## src/rtl/mole_pkg.sv

```systemverilog
// Shared defaults and FSM encoding for the whack-a-mole switch receiver.
package mole_pkg;

  localparam int NUM_MOLES_DEF       = 5;
  localparam int DEBOUNCE_CYCLES_DEF = 100000;

  typedef enum logic [1:0] {
    IDLE     = 2'd0,
    ARMED    = 2'd1,
    HIT_DONE = 2'd2
  } state_t;

endpackage

```

## src/rtl/switch_debouncer.sv

```systemverilog
// One switch bit: 2-flop synchronizer followed by a stable-run debounce counter.
module switch_debouncer
  import mole_pkg::*;
#(
  parameter int DEBOUNCE_CYCLES = DEBOUNCE_CYCLES_DEF
) (
  input  logic clk,
  input  logic reset,
  input  logic i_raw,
  output logic o_db
);

  localparam int CW = $clog2(DEBOUNCE_CYCLES + 1);

  logic          r_s1, r_s2, r_db;
  logic [CW-1:0] r_cnt;

  always_ff @(posedge clk) begin
    if (reset) begin
      r_s1  <= 1'b0;
      r_s2  <= 1'b0;
      r_db  <= 1'b0;
      r_cnt <= '0;
    end else begin
      r_s1 <= i_raw;
      r_s2 <= r_s1;
      // Any sample agreeing with the accepted level restarts the run.
      if (r_s2 == r_db) begin
        r_cnt <= '0;
      end else if (r_cnt == CW'(DEBOUNCE_CYCLES - 1)) begin
        r_db  <= r_s2;
        r_cnt <= '0;
      end else begin
        r_cnt <= r_cnt + CW'(1);
      end
    end
  end

  assign o_db = r_db;

endmodule

```

## src/rtl/mole_hit_detector.sv

```systemverilog
// Judges debounced switch toggles against the lit mole pattern; hit/miss strobes + saturating count.
// Optional MISS_PENALTY_EN: each miss also decrements hit_count, floored at 0.
module mole_hit_detector
  import mole_pkg::*;
#(
  parameter int NUM_MOLES       = NUM_MOLES_DEF,
  parameter int DEBOUNCE_CYCLES = DEBOUNCE_CYCLES_DEF,
  parameter int CNT_W           = 8
) (
  input  logic                 clk,
  input  logic                 reset,
  input  logic                 mole_valid,
  input  logic                 mole_new,
  input  logic [NUM_MOLES-1:0] mole_in,
  input  logic [NUM_MOLES-1:0] switch_in,
  output logic [NUM_MOLES-1:0] switch_db,
  output logic                 hit,
  output logic                 miss,
  output logic [CNT_W-1:0]     hit_count
);

  logic [NUM_MOLES-1:0] w_db, w_tog, r_db_prev, r_pat;
  logic                 w_judge, w_hit, w_miss, r_hit, r_miss;
  logic [CNT_W-1:0]     r_cnt, w_cnt_nxt;
  state_t               r_state, w_state_nxt;

  for (genvar g = 0; g < NUM_MOLES; g++) begin : g_sw
    switch_debouncer #(.DEBOUNCE_CYCLES(DEBOUNCE_CYCLES)) u_deb (
      .clk   (clk),
      .reset (reset),
      .i_raw (switch_in[g]),
      .o_db  (w_db[g])
    );
  end

  assign w_tog   = w_db ^ r_db_prev;
  assign w_judge = mole_valid && (r_state == ARMED) && (|w_tog);

  always_ff @(posedge clk) begin
    if (reset) begin
      r_state   <= IDLE;
      r_pat     <= '0;
      r_db_prev <= '0;
      r_hit     <= 1'b0;
      r_miss    <= 1'b0;
      r_cnt     <= '0;
    end else begin
      r_state   <= w_state_nxt;
      r_db_prev <= w_db;
      r_hit     <= w_hit;
      r_miss    <= w_miss;
      r_cnt     <= w_cnt_nxt;
      if (mole_valid && mole_new) r_pat <= mole_in;
    end
  end

  // A new pattern overrides the post-hit lockout; the toggle is judged on the old pattern.
  always_comb begin
    w_state_nxt = r_state;
    if (!mole_valid)
      w_state_nxt = IDLE;
    else if (mole_new)
      w_state_nxt = ARMED;
    else if (w_hit)
      w_state_nxt = HIT_DONE;
    else if (r_state != IDLE && r_state != ARMED && r_state != HIT_DONE)
      w_state_nxt = IDLE;
  end

  always_comb begin
    w_hit     = w_judge && (|(w_tog & r_pat));
    w_miss    = w_judge && !w_hit;
    w_cnt_nxt = r_cnt;
    if (w_hit && (r_cnt != '1)) w_cnt_nxt = r_cnt + CNT_W'(1);
`ifdef MISS_PENALTY_EN
    if (w_miss && (r_cnt != '0)) w_cnt_nxt = r_cnt - CNT_W'(1);
`else
`endif
  end

  assign switch_db = w_db;
  assign hit       = r_hit;
  assign miss      = r_miss;
  assign hit_count = r_cnt;

endmodule
```

## config.mk

```make
export PLATFORM = sky130hd
export DESIGN_NAME = mole_hit_detector
export DESIGN_NICKNAME = d
export VERILOG_FILES = /design/src/rtl/mole_pkg.sv /design/src/rtl/switch_debouncer.sv /design/src/rtl/mole_hit_detector.sv
export SDC_FILE = /design/constraint.sdc
export NUM_CORES = 1
export LEC_CHECK = 0
export ABC_CLOCK_PERIOD_IN_PS = 3500
export BUFFER_PORTS_ARGS = -buffer_cell sky130_fd_sc_hd__clkbuf_2
export CAP_MARGIN = 20
export CORE_UTILIZATION = 50
export DETAILED_ROUTE_END_ITERATION = 10
export GPL_ROUTABILITY_DRIVEN = 0
export MAX_ROUTING_LAYER = met4
export PLACE_DENSITY = 0.67
export SLEW_MARGIN = 40
export SYNTH_ARGS = -nofsm -noshare
export SYNTH_HDL_FRONTEND = slang
export SYNTH_SLANG_ARGS = --single-unit
```

## constraint.sdc

```tcl
create_clock -name clk -period 3.5 [get_ports clk]
set_input_delay 0.7 -clock clk [delete_from_list [all_inputs] [get_ports clk]]
set_output_delay 0.7 -clock clk [all_outputs]
set_load 0.01 [all_outputs]
```

# --- Word-level counts from Yosys, hierarchy flattened ---
# Cells that the tools add are included.
classes:
  add_sub_neg: 6
  multipliers: 0
  div: 0
  order_cmp: 0
  eq_ne: 14
  n_shift: 0
  muxes: 3
  bitwise_logic: 8
  reduce_logical: 26
ops:
  columns: ["cell", "n"]
  rows:
  - ["17-bit by 1-bit adder with 17-bit output (second input constant)", 5]
  - ["17-bit equality test (second input constant)", 5]
  - ["3-bit OR reduction", 6]
  - ["2-bit AND reduction", 5]
  - ["5-bit OR reduction", 2]
  - ["8-bit by 1-bit adder with 8-bit output (second input constant)", 1]
  - ["1-bit logical AND", 8]
  - ["8-bit != test (second input constant)", 1]
  - ["1-bit NOT", 6]
  - ["5-bit AND", 1]
  - ["1-bit equality test", 5]
  - ["5-bit XOR", 1]
  - ["2-bit 2-to-1 mux", 2]
  - ["2-bit nonzero test", 2]
  - ["3-bit nonzero test", 1]
  - ["2-bit by 1-bit equality test with 1-bit output (second input constant)", 1]
  - ["2-bit by 1-bit != test with 1-bit output (second input constant)", 1]
  - ["2-bit != test (second input constant)", 1]
  - ["2-bit OR reduction", 1]
  - ["1-bit logical NOT", 1]
  - ["1-bit 2-to-1 mux", 1]
word_totals:
  reg_bits: 122
  latch_bits: 0
  ramBits: 0
  mem_bits_ro: 0
  input_bits: 14
  output_inout_bits: 15
  elab_cells: 84
  memories: 0

# --- Logic depth before layout (Yosys ltp) ---
logic_depth:
  word_depth: 6
  depth_mapped: 8
  depth_no_buf: 6

# --- Hierarchy ---
# Synthesis repeated with hierarchy kept, for this count alone.
unflattened:
  cells_unflattened: 570
  area_unflattened_um2: 5298.8
modules_own_cells:
  columns: ["module", "n_inst", "cells_per_inst", "area_per_inst_um2", "seq_area_each_um2"]
  rows:
  - ["switch_debouncer", 5, 92, 863.3, 400.4]
  - ["mole_hit_detector", 1, 110, 982.2, 440.4]

# --- Worst setup path before layout ---
# Ideal clock, no wire load.
synth_timing:
  kind: "input to register"
  start: "input mole_valid"
  end: "register r_cnt[5], in the netlist hit_count[5]"
  setup_ns: 0.071
  arrival_time_ns: 1.810
  required_time_ns: 3.429
  setup_slack_ns: 1.620
  stages: 4
  path_buffers: 1
  path_cell_list: "clkbuf_1 o2111ai_1 or4_1 a21oi_1"
synth_between:
  elab_chain_cells: 4
synth_lines:
  columns: ["element", "line", "source"]
  rows:
  - ["start, declared", "mole_hit_detector.sv:12", "input logic mole_valid,"]
  - ["1-bit logical AND (2 in series)", "mole_hit_detector.sv:37", "assign w_judge = mole_valid && (r_state == ARMED) && (|w_tog);"]
  - ["1-bit logical AND", "mole_hit_detector.sv:71", "w_hit = w_judge && (|(w_tog & r_pat));"]
  - ["1-bit logical AND", "mole_hit_detector.sv:74", "if (w_hit && (r_cnt != '1)) w_cnt_nxt = r_cnt + CNT_W'(1);"]
  - ["end signal, assigned", "mole_hit_detector.sv:52", "r_cnt <= w_cnt_nxt;"]
  - ["end, declared", "mole_hit_detector.sv:24", "logic [CNT_W-1:0] r_cnt, w_cnt_nxt;"]
# Every way passes these cells.
# A chain may end at the register's enable or synchronous reset.

# --- Worst setup path in the final report ---
layout_timing:
  start: "register g_sw[4].u_deb.r_cnt[0]"
  end: "register g_sw[4].u_deb.r_cnt[14]"
layout_between:
  elab_chain_cells: 2
  word_cells_on_any_way: 3
  cone_classes: "1 x add/sub; 1 x eq/ne; 1 x reduce/logical"
layout_lines:
  columns: ["element", "line", "source"]
  rows:
  - ["start, declared", "switch_debouncer.sv:16", "logic [CW-1:0] r_cnt;"]
  - ["start signal, assigned", "switch_debouncer.sv:34", "r_cnt <= r_cnt + CW'(1);"]
  - ["branches (longest 2 deep; another with 17-bit by 1-bit adder with 17-bit output)", null, null]
# Several ways; the timed one is not identified.

==> results.sh <==
export IMPL_dr_pass1_iters=4
export IMPL_cts_setup_buffers=0
export IMPL_fin_total_pwr_uw=3110
export IMPL_synth_ff_type="dfxtp_1"
export IMPL_drc_errors=0
export IMPL_cts_hold_buffers_added=0
export IMPL_max_slew_margin_rel_pct=51.0
export IMPL_clock_skew_ns=0.00586
export IMPL_critPathArrivalTime_ns=2.60
export IMPL_ys_ff_latch=122
export IMPL_wirelength_met1_mm=4.66
export IMPL_crit_chain="ha_1 -> nand2_1 -> or4_1 -> nor3_1 -> or3_1 -> nor2_1"
export IMPL_worst_pin_slew_ns=0.735
export IMPL_antennaDiodeCount=0
export IMPL_async_flop_share_pct=0
export IMPL_critPathRequiredTime_ns=3.89
export IMPL_worstSetupPathType="register to register"
export IMPL_area_delta_synth_final_pct=14.6
export IMPL_slowest_stage="or3_1"
export IMPL_yosysWarnings=0
export IMPL_core_area_sq_mm=0.00986
export IMPL_rsz0062_at_grt="no"
export IMPL_setup_viol=0
export IMPL_tns_ns=0
export IMPL_synth_cell_types=45
export IMPL_syn_area_per_cell_sq_um=8.96
export IMPL_grt_util_all_layers_pct=19.9
export IMPL_die_x_um=103
export IMPL_setup_ws_ns=1.29
export IMPL_grt_pass1_wl_mm=15.7
export IMPL_rows=36
export IMPL_start_util_pct=52.1
export IMPL_hold_violations=0
export IMPL_met3_length_um=402
export IMPL_synth_nets=593
export IMPL_antenna_found_initial=0
export IMPL_fin_nets=618
export IMPL_p_per_area_mw_per_mm2=529
export IMPL_dr_max_layer_used="met4"
export IMPL_layout_min_cycle_time_ns=2.21
export IMPL_drv_slew=0
export IMPL_drive_above_1_share_pct=10.8
export IMPL_cts_tree="built"
export IMPL_netlist_area_sq_mm=0.00513
export IMPL_start_kind="register"
export IMPL_cts_root_buf="clkbuf_8"
export IMPL_worst_hold_path_type="input port to register"
export IMPL_io_buffers=28
export IMPL_clock_fmax_mhz=452
export IMPL_vias_per_cell=5.08
export IMPL_grt_pass1_vias=3552
export IMPL_grt_max_degree=42
export IMPL_post_dp_hpwl_mm=6.31
export IMPL_die_y_um=103
export IMPL_dieArea_sq_mm=0.0107
export IMPL_status="completed"
export IMPL_max_cap_violations=0
export IMPL_cp_slowest_stage_delay_ns=0.49
export IMPL_vias=3772
export IMPL_drt_iter0_drc=114
export IMPL_clk_insertion_delay_late_ns=0.53
export IMPL_yosysSeqAreaShare_pct=47.6
export IMPL_wl_met2_mm=4.10
export IMPL_r2r_cells=6
export IMPL_cts_clk_slew_worst_paths_ns=0.06
export IMPL_htree_levels=4
export IMPL_drtAntennaViolNets=0
export IMPL_synthCells=573
export IMPL_grt_overflow=0
export IMPL_peakVddDrop_mv=0.415
export IMPL_crit_path_end_kind="register"
export IMPL_pre_cts_slack_ns=1.27
export IMPL_hold_depth=2
export IMPL_cts_resized=0
export IMPL_wl_mm=9.31
export IMPL_fin_crit_sh_pct=63.2
export IMPL_cts_made_buffers=17
export IMPL_cts_num_sinks=122
export IMPL_cts_buffer_depth=2
export IMPL_p_leak_uw=0.00201
export IMPL_wire_per_inst_um=12.5
export IMPL_synth_edf_count=0
export IMPL_ios=29
export IMPL_crit_fanout=17
-- through the flow --
step	cell area, sq um	util [%]	cells	hold WS (ns)
2_1_floorplan	5130	-	573	0.414
4_1_cts	5880	59.7	743	0.362
5_1_grt	5880	59.7	743	0.387
6_report	5880	59.7	743	0.384
3_5_place_dp	5320	53.9	712	0.424
3_3_place_gp	5320	53.9	712	0.415
-- power by group --
group	total, uW	switching [uW]	internal (uW)
registers	1410	5.31	1400
clock network	1660	586	1080
logic	42.7	26.9	15.9
total	3110	619	2490
-- cell usage in the layout, fill, tap and decap left out, drive strengths merged, types with 5 or more instances in the layout --
master,instances
or2,6
nor2,112
xnor2,33
nand2,40
nand2b,10
clkbuf,51
inv,10
nand3,35
mux2i,6
nor3,13
nand4,16
a21oi,11
and3,9
ha,6
nor2b,19
and4,8
clkinv,5
xor2,52
dfxtp,122
nor4,5
-- synthesized netlist by cell type (9+ instances only) --
cell type	count	area (sq um)
dfxtp_1	122	2440
nor2_1	112	420
xor2_1	52	455
nand2_1	40	150
nand3_1	35	175
xnor2_1	33	289
nor2b_1	19	119
nand4_1	16	100
nor3_1	12	60.1
a21oi_1	11	55.1
inv_1	10	37.5
nand2b_1	10	62.6
and3_1	9	56.3
-- state kept, by name, indices dropped and copies added, names as in the netlist --
signal	cells
g_sw.u_deb.r_cnt	85
hit	1
g_sw.u_deb.o_db	5
g_sw.u_deb.r_s2	5
hit_count	8
r_pat	5
r_state	2
g_sw.u_deb.r_s1	5
miss	1
r_db_prev	5
-- worst max-delay path: cells and delay by family (launching register included) --
family	cells	cell delay (ns)
AND/OR/NAND/NOR	5	1.43
flip-flops	1	0.39
adder cells (fa/ha/maj)	1	0.26
-- cell type report --
type | instances | area, sq um
fill | 868 | 3980
clock buffer | 23 | 477
multi-input combinational | 419 | 2530
sequential | 122 | 2440
inverter | 10 | 37.5
clock inverter | 8 | 92.6
tap | 133 | 166
timing repair buffer | 28 | 140
-- final timing paths --
kind / start / end / slack (ns)
setup / recovery: g_sw[4].u_deb.r_cnt[0]$_SDFF_PP0_ / g_sw[4].u_deb.r_cnt[14]$_SDFF_PP0_ / 1.29
setup reg to reg: g_sw[4].u_deb.r_cnt[0]$_SDFF_PP0_ / g_sw[4].u_deb.r_cnt[14]$_SDFF_PP0_ / 1.29
hold / removal: switch_in[3] / g_sw[3].u_deb.r_s1$_SDFF_PP0_ / 0.38
hold reg to reg: g_sw[3].u_deb.r_s1$_SDFF_PP0_ / g_sw[3].u_deb.r_s2$_SDFF_PP0_ / 0.43
-- kinds of logic after synthesis --
group | after synthesis | share of synthesized area [%]
muxes | 6 | 1.17
adders and majority gates | 6 | 1.46
AOI/OAI and AO/OA | 28 | 3.66
and+or+nand+nor | 294 | 28.5
DFF | 122 | 47.6
buffers and inverters | 32 | 3.19
xor gates and xnor gates | 85 | 14.5
-- routing by layer --
metal	up-vias	GRT usage, %
met5	-	-
met4	0	8.45
met3	13	8.53
met2	53	29.2
met1	1742	23.7
li1	1964	-
Power figures use the tool's default switching activity.
